<file path="src/rtl/fft_pkg.sv">
// Shared definitions for the radix-4 FFT sequencer: FSM encoding and the
// default transform geometry derived from the number of radix-4 stages.
package fft_pkg;

  localparam int FFT_LOG4N  = 3;
  localparam int FFT_N      = 4 ** FFT_LOG4N;
  localparam int FFT_ADDR_W = 2 * FFT_LOG4N;
  localparam int FFT_TW_W   = FFT_ADDR_W - 2;

  typedef enum logic [1:0] {
    S_IDLE  = 2'd0,
    S_RUN   = 2'd1,
    S_DRAIN = 2'd2,
    S_DONE  = 2'd3
  } fsm_state_t;

endpackage

</file>
<file path="src/rtl/fft_r4_addr_gen.sv">
// Combinational radix-4 DIF address generator: maps (stage, butterfly index)
// onto the four in-place operand addresses and the twiddle exponent.
module fft_r4_addr_gen
  import fft_pkg::*;
#(
  parameter int LOG4N  = FFT_LOG4N,
  parameter int ADDR_W = 2 * LOG4N,
  parameter int TW_W   = ADDR_W - 2,
  parameter int STG_W  = 2,
  parameter int B_W    = (TW_W > 0) ? TW_W : 1
) (
  input  logic [STG_W-1:0]  stage,
  input  logic [B_W-1:0]    b,
  output logic [ADDR_W-1:0] addr0,
  output logic [ADDR_W-1:0] addr1,
  output logic [ADDR_W-1:0] addr2,
  output logic [ADDR_W-1:0] addr3,
  output logic [TW_W-1:0]   tw_addr
);

  int                sh;
  logic [B_W-1:0]    k;
  logic [ADDR_W-1:0] g_a;
  logic [ADDR_W-1:0] base;
  logic [ADDR_W-1:0] span;

  // span = 4**(LOG4N-1-s), so k and g are just the low/high bit fields of b
  always_comb begin
    sh = 2 * (LOG4N - 1) - 2 * int'(stage);
    if (sh < 0) sh = 0;
    k       = b & B_W'((1 << sh) - 1);
    g_a     = ADDR_W'(b) >> sh;
    base    = (g_a << (sh + 2)) | ADDR_W'(k);
    span    = ADDR_W'(1) << sh;
    addr0   = base;
    addr1   = base | span;
    addr2   = base | (span << 1);
    addr3   = base | span | (span << 1);
    tw_addr = TW_W'(k << (2 * int'(stage)));
  end

endmodule

</file>
<file path="src/rtl/fft_r4_ctrl.sv">
// Radix-4 FFT sequencer: walks all stages and butterflies, drives the operand
// reads and twiddle address, and replays them as in-place writes PIPE_LAT later.
module fft_r4_ctrl
  import fft_pkg::*;
#(
  parameter int LOG4N    = FFT_LOG4N,
  parameter int ADDR_W   = 2 * LOG4N,
  parameter int TW_W     = ADDR_W - 2,
  parameter int STG_W    = 2,
  parameter int PIPE_LAT = 2
) (
  input  logic              clk,
  input  logic              rst_n,
  input  logic              start,
  output logic              busy,
  output logic              done,
  output logic [STG_W-1:0]  stage,
  output logic              rd_en,
  output logic [ADDR_W-1:0] rd_addr0,
  output logic [ADDR_W-1:0] rd_addr1,
  output logic [ADDR_W-1:0] rd_addr2,
  output logic [ADDR_W-1:0] rd_addr3,
  output logic [TW_W-1:0]   tw_addr,
  output logic              wr_en,
  output logic [ADDR_W-1:0] wr_addr0,
  output logic [ADDR_W-1:0] wr_addr1,
  output logic [ADDR_W-1:0] wr_addr2,
  output logic [ADDR_W-1:0] wr_addr3
);

  localparam int N   = 4 ** LOG4N;
  localparam int B_W = (TW_W > 0) ? TW_W : 1;
  localparam int D_W = (PIPE_LAT > 1) ? $clog2(PIPE_LAT) : 1;

  localparam logic [B_W-1:0]   B_LAST   = B_W'(N / 4 - 1);
  localparam logic [STG_W-1:0] STG_LAST = STG_W'(LOG4N - 1);
  localparam logic [D_W-1:0]   D_LAST   = D_W'(PIPE_LAT - 1);

  fsm_state_t       st, st_nx;
  logic [B_W-1:0]   b, b_nx;
  logic [STG_W-1:0] stg, stg_nx;
  logic [D_W-1:0]   dcnt, dcnt_nx;
  logic             rd_nx, busy_nx, done_nx;

  logic [ADDR_W-1:0] ga0, ga1, ga2, ga3;
  logic [TW_W-1:0]   gtw;

  logic [PIPE_LAT-1:0]         en_p;
  logic [3:0][ADDR_W-1:0]      adr_p [PIPE_LAT];

  always_comb begin
    st_nx   = st;
    b_nx    = b;
    stg_nx  = stg;
    dcnt_nx = dcnt;
    case (st)
      S_IDLE: begin
        if (start) begin
          st_nx  = S_RUN;
          b_nx   = '0;
          stg_nx = '0;
        end
      end
      S_RUN: begin
        dcnt_nx = '0;
        if (b == B_LAST) begin
          st_nx = S_DRAIN;
          b_nx  = '0;
        end else begin
          b_nx = b + B_W'(1);
        end
      end
      S_DRAIN: begin
        // Reads stay off until the last in-place write of this stage has landed
        if (dcnt == D_LAST) begin
          dcnt_nx = '0;
          if (stg == STG_LAST) begin
            st_nx = S_DONE;
          end else begin
            stg_nx = stg + STG_W'(1);
            st_nx  = S_RUN;
          end
        end else begin
          dcnt_nx = dcnt + D_W'(1);
        end
      end
      S_DONE:  st_nx = S_IDLE;
      default: st_nx = S_IDLE;
    endcase
    rd_nx   = (st_nx == S_RUN);
    busy_nx = (st_nx == S_RUN) || (st_nx == S_DRAIN);
    done_nx = (st_nx == S_DONE);
  end

  // Addresses come from the next-state counters so they register alongside rd_en
  fft_r4_addr_gen #(
    .LOG4N  (LOG4N),
    .ADDR_W (ADDR_W),
    .TW_W   (TW_W),
    .STG_W  (STG_W),
    .B_W    (B_W)
  ) u_addr_gen (
    .stage   (stg_nx),
    .b       (b_nx),
    .addr0   (ga0),
    .addr1   (ga1),
    .addr2   (ga2),
    .addr3   (ga3),
    .tw_addr (gtw)
  );

  // Stage p0: FSM state and registered read-side outputs
  always_ff @(posedge clk or negedge rst_n) begin
    if (!rst_n) begin
      st       <= S_IDLE;
      b        <= '0;
      stg      <= '0;
      dcnt     <= '0;
      rd_en    <= 1'b0;
      busy     <= 1'b0;
      done     <= 1'b0;
      rd_addr0 <= '0;
      rd_addr1 <= '0;
      rd_addr2 <= '0;
      rd_addr3 <= '0;
      tw_addr  <= '0;
    end else begin
      st       <= st_nx;
      b        <= b_nx;
      stg      <= stg_nx;
      dcnt     <= dcnt_nx;
      rd_en    <= rd_nx;
      busy     <= busy_nx;
      done     <= done_nx;
      rd_addr0 <= rd_nx ? ga0 : '0;
      rd_addr1 <= rd_nx ? ga1 : '0;
      rd_addr2 <= rd_nx ? ga2 : '0;
      rd_addr3 <= rd_nx ? ga3 : '0;
      tw_addr  <= rd_nx ? gtw : '0;
    end
  end

  assign stage = stg;

  // Stage p1..pN: write-back delay line matching memory read + PE register
  always_ff @(posedge clk or negedge rst_n) begin
    if (!rst_n) begin
      en_p <= '0;
      for (int i = 0; i < PIPE_LAT; i++) adr_p[i] <= '0;
    end else begin
      en_p[0]  <= rd_en;
      adr_p[0] <= {rd_addr3, rd_addr2, rd_addr1, rd_addr0};
      for (int i = 1; i < PIPE_LAT; i++) begin
        en_p[i]  <= en_p[i-1];
        adr_p[i] <= adr_p[i-1];
      end
    end
  end

  assign wr_en    = en_p[PIPE_LAT-1];
  assign wr_addr0 = adr_p[PIPE_LAT-1][0];
  assign wr_addr1 = adr_p[PIPE_LAT-1][1];
  assign wr_addr2 = adr_p[PIPE_LAT-1][2];
  assign wr_addr3 = adr_p[PIPE_LAT-1][3];

endmodule

</file>
<file path="config.mk">
export PLATFORM = sky130hd
export DESIGN_NAME = fft_r4_ctrl
export DESIGN_NICKNAME = d
export VERILOG_FILES = /design/src/rtl/fft_pkg.sv /design/src/rtl/fft_r4_addr_gen.sv /design/src/rtl/fft_r4_ctrl.sv
export SDC_FILE = /design/constraint.sdc
export NUM_CORES = 1
export LEC_CHECK = 0
export ABC_AREA = 1
export CAP_MARGIN = 30
export CORE_MARGIN = 2
export CORE_UTILIZATION = 48
export DETAILED_ROUTE_END_ITERATION = 8
export PLACE_DENSITY_LB_ADDON = 0.12
export SYNTH_ARGS = -nofsm -noshare
export SYNTH_HDL_FRONTEND = slang
export SYNTH_SLANG_ARGS = --single-unit
</file>
<file path="constraint.sdc">
create_clock -name clk -period 2.4 [get_ports clk]
set_input_delay 0.6 -clock clk [delete_from_list [all_inputs] [get_ports clk]]
set_output_delay 0.6 -clock clk [all_outputs]
set_load 0.005 [all_outputs]
</file>
Yosys cells after proc, flatten, opt, wreduce, memory -nomap -nowiden
Cells that the tools add are included.
Widths: inputs -> output; s select.

storage, ports and cells
  register bits = 90
  bits in latches = 0
  bits in writable memories = 0
  ROM bits = 0
  output and inout port bits = 58
  memories kept = 0

operators by class
  add/sub/neg operators = 6
  multipliers = 0
  divide/modulo/power cells = 0
  order comparisons = 1
  eq/ne operators = 8
  shifts and indexed selects = 5
  muxes and demuxes = 20
  bitwise gates (word level) = 5
  reduce and logical (&&, ||, !) cells = 3

operators by type and width
  cell                   count
  $add 32x3->32 const B  1
  $lt 32x1->1 const B    1
  $mux 32                1
  $shl 1x32->4 const A   1
  $shl 1x32->6 const A   1
  $shl 6x32->6           1
  $shr 4x32->6           1
  $mux 6                 4
  $or 6x6->6             3
  $mux 2                 7
  $mux 4                 3
  $eq 2x2->1 const B     5
  $pmux 2 s4             1
  $pmux 4 s2             1
  $or 6x4->6             1
  $add 4x1->4 const B    1
  $and 4x4->4            1
  $eq 2x1->1 const B     2
  $eq 4x4->1 const B     1
  $pmux 2 s2             1
  $shl 4x3->4            1
  $sub 3x3->4 const A    1
  $sub 4x2->4 const B    1
  $add 2x1->2 const B    1
  other kinds (6)        6

Logic depth before layout (Yosys ltp)
  depth after elaboration = 14
  gate-level depth with buffers = 15
  mapped depth without buffers = 15

Cells and area by module
Synthesis repeated with hierarchy kept, for this count alone.

unflattened totals
  cell total of the unflattened synthesis = 285
  area, all modules = 3,271.9 um2

by module, submodules not included
  module           instances  cells each  area an instance (um2)  sequential area each (um2)
  fft_r4_ctrl      1          234         3,005.4                 2,252.2
  fft_r4_addr_gen  1          51          266.5                   0.0

Worst setup path after synthesis
No wires, ideal clock.

  path type = reg-to-reg
  start = reg st[1]
  end = reg rd_addr3[3]
  setup time = 0.065 ns
  arrival time = 1.958 ns
  slack = 0.377 ns
  stages on the path, launching flop included = 16
  buffers on the path = 0
  path through = dfrtp_1 -> inv_1 -> ha_1 -> inv_2 -> nand2_2 -> nand3_2 -> nand2_2 -> nand2_4 -> nor2_8 -> inv_1 -> ha_1 -> nor2_1 -> nand3_1 -> nand2_1 -> nand2_1 -> nand2_1

on the way
  longest elaborated chain between the ends = 12
  elaborated cells on any way between the ends = 25
  classes of those cells = add/sub: 3; order compare: 1; eq/ne: 4; shift: 4; mux: 8; bitwise: 4; reduce/logical: 1

ends and longest elaborated chain
  what                                                   RTL line               text
  start: declaration                                     fft_r4_ctrl.sv:39      fsm_state_t st, st_nx;
  start signal: assignment                               fft_r4_ctrl.sv:128     st <= st_nx;
  $eq 2x2->1 or $logic_not 2->1 (tied branches)          fft_r4_ctrl.sv:56      case (st)
  $pmux 2 s2 *                                           fft_r4_ctrl.sv:56
  net stg_nx[1]                                          fft_r4_ctrl.sv:41      logic [STG_W-1:0] stg, stg_nx;
  $sub 3x3->4 *                                          fft_r4_addr_gen.sv:29  sh = 2 * (LOG4N - 1) - 2 * int'(stage);
  $lt 32x1->1                                            fft_r4_addr_gen.sv:30  if (sh < 0) sh = 0;
  $mux 32 *                                              fft_r4_addr_gen.sv:30
  branches (longest 5 deep; another with $add 32x3->32)  --
  $or 6x6->6 *                                           fft_r4_addr_gen.sv:38  addr3 = base | span | (span << 1);
  $mux 6 *                                               fft_r4_ctrl.sv:138     rd_addr3 <= rd_nx ? ga3 : '0;
  end signal: assignment                                 fft_r4_ctrl.sv:138
  end: declaration                                       fft_r4_ctrl.sv:22      output logic [ADDR_W-1:0] rd_addr3,

Mark *: on every way through the listed nets, which the timed path passes.
A chain may end at the register's enable or synchronous reset.

Final worst setup path
  start = in start
  end = reg rd_addr2[5]

on the way
  longest elaborated chain between the ends = 10
  elaborated cells on any way between the ends = 17
  classes of those cells = add/sub: 2; order compare: 1; eq/ne: 1; shift: 3; mux: 8; bitwise: 2

ends and longest elaborated chain
  what                                           RTL line                                      text
  start: declaration                             fft_r4_ctrl.sv:14                             input logic start,
  $mux 2 *                                       fft_r4_ctrl.sv:58                             if (start) begin
  $pmux 2 s2 *                                   fft_r4_ctrl.sv:56
  net stg_nx[1]                                  fft_r4_ctrl.sv:41
  $sub 3x3->4 *                                  fft_r4_addr_gen.sv:29
  $lt 32x1->1                                    fft_r4_addr_gen.sv:30
  $mux 32 *                                      fft_r4_addr_gen.sv:30
  $add 32x3->32 or $shr 4x32->6 (tied branches)  fft_r4_addr_gen.sv:33, fft_r4_addr_gen.sv:32
  $shl 6x32->6                                   fft_r4_addr_gen.sv:33                         base = (g_a << (sh + 2)) | ADDR_W'(k);
  $or 6x4->6                                     fft_r4_addr_gen.sv:33
  $or 6x6->6 *                                   fft_r4_addr_gen.sv:37                         addr2 = base | (span << 1);
  $mux 6 *                                       fft_r4_ctrl.sv:137                            rd_addr2 <= rd_nx ? ga2 : '0;
  end signal: assignment                         fft_r4_ctrl.sv:137
  end: declaration                               fft_r4_ctrl.sv:21                             output logic [ADDR_W-1:0] rd_addr2,

Mark *: on every way through the listed nets, which the timed path passes. The rest lies on a longest branch.

==> results.yml <==
yosys:
  yosysTopAreaCellShare_pct: 57.91
  synth_edf_count: 0
  netlist_top_cells_area: "dfrtp_1, buf_4, ha_1"
  syn_avg_cell_area_um2: 11.27
  yosysTopAreaCell: "dfrtp_1"
  syn_area_mm2: 0.002333
  synth_cell_types: 29
  synthXorXnorAreaFrac_pct: 0
  ys_seq_area_share_pct: 57.91
  syn_nets: 220
  ys_warn_count: 0
  async_flop_share_pct: 100.0
  synth_compound_area_share_pct: 5.308
  ys_ff_latch: 54
  yosys.area_share.simple_pct: 14.91
  synth_mux_area_share_pct: 0
  synth_top_family_by_area: "buffers and inverters"
  synth_ff_type: "dfrtp_1"
  synth_adder_area_share_pct: 5.362
  synth_cells: 207
routing:
  vias: 1388
  ant_nets: 0
  drcViolationCount: 0
  drt-total-wl_mm: 3.658
  wl_per_cell_um: 12.19
  vias_per_cell: 4.627
  first_iter_violations: 43
  first_pass_iters: 4
critical_path:
  cp.arrival_ns: 2.38
  crit_required_ns: 2.59
  crit_fanout: 4
  start_kind: "input port"
  crit_start: "start"
  r2r-start: "st[1]$_DFF_PN0_"
  cp-end-kind: "register"
  path_class: "input port to register"
power_and_ir_drop:
  p_total_mw: 1.526
  p_per_area_mw_per_mm2: 527.2
  p_leak_nw: 1.364
  irDropWorstVdd_mv: 0.2669
clock_tree:
  cts_tree: "done"
  cts_buffer_depth: 2
  cts_root_buf: "clkbuf_8"
  path_clk_slew_ns: 0.09
  cts.sinks: 54
  cts_buffers: 5
  clock_latency_ns: 0.30
  cts_max_level: 2
die:
  die_height_um: 73.73
  core_mm2: 0.004692
  die_area_mm2: 0.005435
  fp.dieW_um: 73.73
  ios: 61
  initial_core_util_pct: 49.73
  rows: 25
sta:
  setup_ws_ns: 0.2147
  finalCriticalPeriod_ns: 2.185
  period_share_pct: 91.06
  setup_viol: 0
  fmax_mhz: 457.6
  rsz0062_at_grt: "no"
  skew_ns: 0.003963
  slew_headroom_pct: 59.67
  hold_viol_final: 0
  max_slew.worst_pin.slew_ns: 0.6050
  holdWs_ns: 0.2932
  drv_slew: 0
  finalSetupTns_ns: 0
grt:
  grt_pass1_wl_mm: 6.196
  grt_pass1_vias: 1320
  grt_remaining_overflow: 0
  grt.total_usage_pct: 15.14
  antenna_found_initial: 0
  grt_max_degree: 29
final_layout:
  drive_above_1_share_pct: 15.85
  final_cells: 300
  area_growth_pct: 24.02
  final_util_pct: 61.68
  antenna_cells: 0
  nets: 258
  final_common_cell: "clkdlybuf4s50_1"
  final_area_mm2: 0.002894
  layout_common_cells: "clkdlybuf4s50_1, dfrtp_1, nand2_1"
placement:
  gp_congestion: 0.7957
  dp.cells: 292
  placed_cell_area_mm2: 0.002774
  dp_worst_setup_slack_ns: -0.1332
  hpwlAfterDp_mm: 2.842
  port_buffers: 60
hold_path:
  hold_class: "input port to asynchronous set/reset pin"
job:
  maxCapViolCount: 0
run_status:
  status: "complete, no violations"
[critical path, stage by stage]
cell	delay, ns
clkdlybuf4s50_1	0.48
inv_1	0.06
nand2_1	0.10
nand3_2	0.08
nand2_2	0.08
nand2_4	0.08
nor2_8	0.11
inv_1	0.04
ha_1	0.32
or2_1	0.25
nand2_2	0.11
o21ai_2	0.06
[final timing paths]
check / cells after the start / endpoint / slack [ns]
worst max register to register: 12 / rd_addr2[5]$_DFF_PN0_ / 0.24
worst max-delay path: 12 / rd_addr2[5]$_DFF_PN0_ / 0.21
worst min-delay path: 1 / wr_addr3[4]$_DFF_PN0_ / 0.29
worst min register to register: 0 / wr_addr2[2]$_DFF_PN0_ / 0.35
max in group asynchronous: 2 / adr_p[40]$_DFF_PN0_ / 1.55
min in group clk: 0 / wr_addr2[2]$_DFF_PN0_ / 0.35
[kinds of logic (layout without fill, tap and decap cells)]
group | count (synthesis) | count (layout)
AO/OA/AOI/OAI | 18 | 18
adder cells (fa/ha/maj) | 10 | 10
buffers and inverters | 61 | 100
flip-flops | 54 | 54
AND/OR/NAND/NOR | 64 | 64
[Yosys cell counts, types with 2 or more instances]
| library cell | number |
|---|---|
| nand3_2 | 2 |
| o21ai_2 | 2 |
| nor2_1 | 12 |
| ha_1 | 10 |
| inv_2 | 4 |
| a21oi_1 | 4 |
| nand2_2 | 4 |
| o21ai_0 | 3 |
| o21ai_1 | 3 |
| nand2_1 | 28 |
| inv_1 | 20 |
| dfrtp_1 | 54 |
| nor3_2 | 2 |
| nand3_1 | 8 |
| nor2_4 | 2 |
| buf_4 | 36 |
[power breakdown]
part | internal, mW | switching (mW)
sequential | 0.909 | 0
combinational | 0.00542 | 0.0181
clock | 0.311 | 0.282
[layout make-up]
| cell class | count | area (µm²) |
|---|---|---|
| clock inverter | 2 | 37.54 |
| timing repair buffer | 68 | 668.1 |
| clock buffer | 6 | 72.57 |
| multi-input combinational | 92 | 606.8 |
| fill | 397 | 1798 |
| tap | 54 | 67.56 |
| inverter | 24 | 90.09 |
| sequential | 54 | 1351 |
[registers in the layout, summed over array words and instances (netlist names), 2 cells and up]
register  count
wr_addr3      5
b             4
stage         2
rd_addr3      5
rd_addr2      4
rd_addr1      2
tw_addr       4
adr_p        12
en_p          2
wr_addr1      2
wr_addr2      4
st            2
[per-layer routing]
metal / share of wire (%) / vias to the layer above / track usage, %
met5: 0 / - / 0
met4: 1.6 / 0 / 5.455
met3: 4.8 / 5 / 4.115
met2: 49 / 42 / 24.40
met1: 45 / 653 / 19.62
li1: - / 688 / -
[timing repair]
action	CTS	global route
gates resized for setup	0	3
buffers inserted	0	0
hold buffers	0	0
setup endpoints to repair	0	8
Note: power is estimated with default switching activity, not from simulation.
